--- src/rtl/dmux_arbiter_pkg.sv ---
// Shared constants and state encoding for the four-requester dmux arbiter.
package dmux_arbiter_pkg;

    localparam int unsigned NUM_REQ = 4;
    localparam int unsigned PTR_W   = 2;
    localparam int unsigned BURST_W = 4;

    typedef enum logic {
        StIdle = 1'b0,
        StOwn  = 1'b1
    } state_e;

    function automatic logic [PTR_W-1:0] ptr_inc(input logic [PTR_W-1:0] p);
        return p + PTR_W'(1);
    endfunction

endpackage

--- src/rtl/dmux_arbiter_rr_pick.sv ---
// Round-robin picker: first set request at or after rr_ptr, wrapping to 0.
module rr_pick
    import dmux_arbiter_pkg::*;
(
    input  logic [NUM_REQ-1:0] req,
    input  logic [PTR_W-1:0]   rr_ptr,
    output logic [PTR_W-1:0]   index,
    output logic               any_valid
);

    always_comb begin
        logic [PTR_W-1:0] w_cand;
        index     = '0;
        any_valid = 1'b0;
        w_cand    = '0;
        // Walk from the farthest offset down so the nearest hit wins.
        for (int k = NUM_REQ - 1; k >= 0; k--) begin
            w_cand = rr_ptr + PTR_W'(k);
            if (req[w_cand]) begin
                index     = w_cand;
                any_valid = 1'b1;
            end
        end
    end

endmodule

--- src/rtl/dmux_arbiter.sv ---
// Round-robin burst arbiter feeding a registered word and select into a downstream dmux.
module dmux_arbiter
    import dmux_arbiter_pkg::*;
#(
    parameter int unsigned BUS_WIDTH = 8,
    parameter int unsigned NB_SEL    = 2,
    parameter int unsigned BURST_MAX = 4
) (
    input  logic                         clk,
    input  logic                         rst_n,
    input  logic [NUM_REQ-1:0]           req,
    input  logic [NUM_REQ*BUS_WIDTH-1:0] req_data,
    input  logic [NUM_REQ*NB_SEL-1:0]    req_dest,
    output logic [NUM_REQ-1:0]           grant,
    output logic                         out_valid,
    output logic [BUS_WIDTH-1:0]         out_data,
    output logic [NB_SEL-1:0]            out_sel,
    input  logic                         out_ready,
    output logic                         busy
);

    state_e               r_state, w_state_next;
    logic [PTR_W-1:0]     r_owner, w_owner_next;
    logic [PTR_W-1:0]     r_rr_ptr, w_rr_ptr_next;
    logic [BURST_W-1:0]   r_burst, w_burst_next;
    logic                 r_out_valid;
    logic [BUS_WIDTH-1:0] r_out_data;
    logic [NB_SEL-1:0]    r_out_sel;

    logic [PTR_W-1:0]     w_pick_idx;
    logic                 w_pick_any;
    logic                 w_free;
    logic                 w_grant_en;
    logic [BURST_W-1:0]   w_burst_inc;

    rr_pick u_rr_pick (
        .req       (req),
        .rr_ptr    (r_rr_ptr),
        .index     (w_pick_idx),
        .any_valid (w_pick_any)
    );

    assign w_free      = !r_out_valid || out_ready;
    // Gated by rst_n so grant reads zero throughout a reset cycle.
    assign w_grant_en  = rst_n && (r_state == StOwn) && req[r_owner] && w_free;
    assign w_burst_inc = r_burst + BURST_W'(1);

    always_comb begin
        logic w_end;
        w_state_next  = r_state;
        w_owner_next  = r_owner;
        w_rr_ptr_next = r_rr_ptr;
        w_burst_next  = r_burst;
        w_end         = 1'b0;
        case (r_state)
            StIdle: begin
                if (w_pick_any) begin
                    w_owner_next = w_pick_idx;
                    w_burst_next = '0;
                    w_state_next = StOwn;
                end
            end
            StOwn: begin
                if (!req[r_owner]) begin
                    w_end = 1'b1;
                end else if (w_grant_en) begin
                    w_burst_next = w_burst_inc;
                    w_end        = (w_burst_inc == BURST_W'(BURST_MAX));
                end
                if (w_end) begin
                    w_rr_ptr_next = ptr_inc(r_owner);
                    w_state_next  = StIdle;
                end
            end
            default: w_state_next = StIdle;
        endcase
    end

    always_ff @(posedge clk) begin
        if (!rst_n) begin
            r_state     <= StIdle;
            r_owner     <= '0;
            r_rr_ptr    <= '0;
            r_burst     <= '0;
            r_out_valid <= 1'b0;
            r_out_data  <= '0;
            r_out_sel   <= '0;
        end else begin
            r_state  <= w_state_next;
            r_owner  <= w_owner_next;
            r_rr_ptr <= w_rr_ptr_next;
            r_burst  <= w_burst_next;
            if (w_grant_en) begin
                r_out_valid <= 1'b1;
                r_out_data  <= req_data[r_owner*BUS_WIDTH +: BUS_WIDTH];
                r_out_sel   <= req_dest[r_owner*NB_SEL +: NB_SEL];
            end else if (out_ready) begin
                r_out_valid <= 1'b0;
            end
        end
    end

    always_comb begin
        grant = '0;
        if (w_grant_en) begin
            grant = NUM_REQ'(1) << r_owner;
        end
    end

    assign busy      = rst_n && (r_state == StOwn);
    assign out_valid = r_out_valid;
    assign out_data  = r_out_data;
    assign out_sel   = r_out_sel;

endmodule

--- config.mk ---
export PLATFORM = sky130hd
export DESIGN_NAME = dmux_arbiter
export DESIGN_NICKNAME = d
export VERILOG_FILES = /design/src/rtl/dmux_arbiter_pkg.sv /design/src/rtl/dmux_arbiter_rr_pick.sv /design/src/rtl/dmux_arbiter.sv
export SDC_FILE = /design/constraint.sdc
export NUM_CORES = 1
export LEC_CHECK = 0
export BUFFER_PORTS_ARGS = -buffer_cell sky130_fd_sc_hd__buf_2
export CORE_ASPECT_RATIO = 0.9
export CORE_MARGIN = 10
export CORE_UTILIZATION = 40
export CTS_CLUSTER_DIAMETER = 40
export DETAILED_ROUTE_END_ITERATION = 10
export MAX_ROUTING_LAYER = met4
export PLACE_DENSITY = 0.68
export SYNTH_ARGS = -nofsm -noshare
export SYNTH_HDL_FRONTEND = slang
export SYNTH_SLANG_ARGS = --single-unit
--- constraint.sdc ---
create_clock -name clk -period 1.8 [get_ports clk]
set_input_delay 0 -clock clk [delete_from_list [all_inputs] [get_ports clk]]
set_output_delay 0 -clock clk [all_outputs]
set_load 0.01 [all_outputs]
==> results.yml <==
cts:
  clock-root-buffer: "clkbuf_4"
  clock_sinks: 20
  cts_buffer_depth: 2
  clk_latency_ns: 0.30
  cts_tree: "done"
  htree_num_levels: 1
  clk_pin_slew_ns: 0.12
  cts_buffers: 3
global_route:
  grt_pass1_wl_um: 5700
  grt.total_usage_pct: 12.4
  grt_max_degree: 23
  overflow: 0
  antenna_found_initial: 0
  grt_pass1_vias: 1203
critical_path:
  crit_arrival_ns: 1.72
  crit_slowest_cell: "mux4_2"
  worst_ep_required_time_ns: 1.80
  endpoint_kind: "primary output"
  reg2reg_depth: 4
  r2r_end: "r_burst[2]"
  path_buf_inv: 1
  r2r_slack_ns: 0.19
  path_class: "reg -> out"
  crit_family: "multiplexers"
  worstReg2RegStart: "r_owner[0]"
  path_cells: "mux4_2, and3_4, and2_1, buf_2"
  start_kind: "register"
  critical-path-max-stage-delay_ns: 0.55
  crit_fanout: 7
placement:
  dp_slack_ns: 0.149
  placed_area_um2: 1600
  port-buffer-count: 62
  dp.cells: 233
  routabilityCongestion: 0.804
  post-dp-hpwl_um: 2880
synthesis:
  synth.largest_area_cell: "dfxtp_1"
  syn-num-nets: 185
  yosysSeqAreaShare_pct: 31.7
  async_reset_ff_share_pct: 0
  syn_area_per_cell_um2: 9.48
  yosys_warnings: 0
  synth_area_um2: 1260
  synthFlopType: "dfxtp_1"
  yosys.area.top_type_share_pct: 31.7
  yosysUniqueCellTypes: 33
  synth_area_leaders: "dfxtp_1 32%, mux4_2 18%, nand2_1 9.5%"
  ys_ff_latch: 20
  postSynthCellCount: 133
  synth-edff-count: 0
layout:
  nets: 250
  layout_common_cells: "62 x buf_2, 32 x nand2_1, 20 x dfxtp_1"
  antenna_cells: 0
  drive_above_1_share_pct: 44.7
  fin_area_um2: 1680
  layout.cells.non_filler: 239
  area_growth_pct: 32.9
  final_common_cell: "buf_2"
pwr:
  pwr-share-seq_pct: 43.4
  cellPowerDensity_nw_per_um2: 662
  power_switching_w: 0.000280
  power.internal_w: 0.000830
  combPwrFrac_pct: 23.1
  clockPowerShare_pct: 33.5
  vdd.ir_drop.worst_v: 0.000302
  p_sw_share_pct: 25.2
  p_leak_nw: 0.780
timing:
  finClkSkew_ns: 0.00149
  rsz0062_at_grt: "no"
  tightest_slew_ns: 0.415
  layout_setup_ws_ns: 0.0807
  hold_viol_final: 0
  finalSetupViolations: 0
  max_freq_ghz: 0.582
  maxSlewHeadroom_pct: 72.1
  setup-tns-final_ns: 0
  min_period_over_period_pct: 95.5
  period_needed_ns: 1.72
  slew_violations: 0
worst_hold_path:
  min_to: "out_valid"
  hold_path_class: "in -> reg"
  hp-start: "out_ready"
  hold_depth: 4
detailed_routing:
  vias: 1196
  routedWlPerCell_um: 14.9
  drt_wl_total_um: 3570
  drc: 0
  vias_per_cell: 5.00
  antenna_left: 0
  drt_iter0_markers: 76
  drt-pass1-iter-count: 4
die:
  io_pins: 63
  initial_core_util_pct: 41.4
  coreArea_um2: 3040
  dieArea_um2: 5800
  die_x_um: 79.2
  die_h_um: 73.3
  rows: 19
job:
  drv_cap: 0
status:
  outcome: "finished, final reports clean"
-- sequential cells by signal, summed over array words and instances (netlist names) --
name	cells
out_data	8
r_burst	4
r_rr_ptr	2
r_state	1
r_owner	2
out_sel	2
out_valid	1
-- routing by layer --
metal | track usage, % | part of all wire, % | wire length, um
met4 | 5.77 | 2.2 | 79
met1 | 15.3 | 43 | 1540
met5 | - | 0 | 0
met3 | 2.20 | 3.7 | 133
met2 | 19.4 | 51 | 1810
-- final cells by class --
cell class,count,area [um2]
clock inverters,1,30.0
fillers,292,1370
well taps,42,52.6
flip-flops and latches,20,400
repair buffers,67,348
multi-input cells,99,797
clock buffers,3,22.5
inverters,7,26.3
-- worst max-delay path by stage --
stage,startpoint,end,slack [ns],depth (start not counted)
2_1_floorplan,r_owner[0],r_burst[3],0.14,6
5_1_grt,r_owner[0],grant[2],0.01,4
6_report,r_owner[0],grant[2],0.08,4
4_1_cts,r_owner[0],grant[0],0.004,4
3_3_place_gp,r_owner[0],grant[2],0.18,4
3_5_place_dp,r_owner[0],grant[0],0.15,4
-- metrics by stage --
step / hold slack [ns] / util (%) / power [W]
finish: 0.0154 / 55.1 / 0.00111
global route: 0.0268 / 55.1 / 0.00118
CTS: 0.00914 / 54.6 / 0.00112
detailed placement: 0.347 / 52.7 / 0.000742
global placement: 0.354 / 52.7 / 0.000736
floorplan: 0.141 / - / 0.000647
-- power groups by stage --
stage                     clock, W  combinational, W  sequential [W]
after floorplan                  0          0.000150        0.000497
after global placement           0          0.000245        0.000490
after detailed placement         0          0.000250        0.000492
after CTS                 0.000384          0.000253        0.000482
after global routing      0.000409          0.000284        0.000485
final                     0.000372          0.000256        0.000482
-- kinds of logic after synthesis --
family | Yosys count | share of synthesized area [%]
AO/OA/AOI/OAI | 27 | 15.7
adder cells (fa/ha/maj) | 5 | 4.96
buffers and inverters | 14 | 5.46
flip-flops | 20 | 31.7
multiplexers | 14 | 22.3
AND/OR/NAND/NOR | 53 | 19.8
-- worst reg2reg max path: stages (launching register included) --
cell and delay (ns):
dfxtp_1 0.37, mux4_2 0.55, nand3_2 0.27, mux2i_1 0.23, o2bb2ai_1 0.12
-- synth_stat cells (2+ instances only) --
master / n
nand2_1: 32
dfxtp_1: 20
mux4_2: 10
a21boi_0: 8
inv_1: 7
a21boi_1: 5
ha_1: 5
nor2_1: 4
and2_1: 3
and2_4: 3
mux2i_1: 3
nor2b_1: 3
o21ai_0: 3
a211o_1: 2
a21oi_1: 2
buf_4: 2
clkbuf_1: 2
nand2b_1: 2
nand3_1: 2
o221ai_1: 2
-- timing repair --
item | CTS | global route
cloned | 0 | 0
hold buffers | 0 | 0
resized for setup | 2 | 0
endpoints found under the hold margin | 0 | 0
setup buffers | 0 | 2
setup endpoints to repair | 4 | 4
No activity file was read; power rests on OpenSTA's default activity.
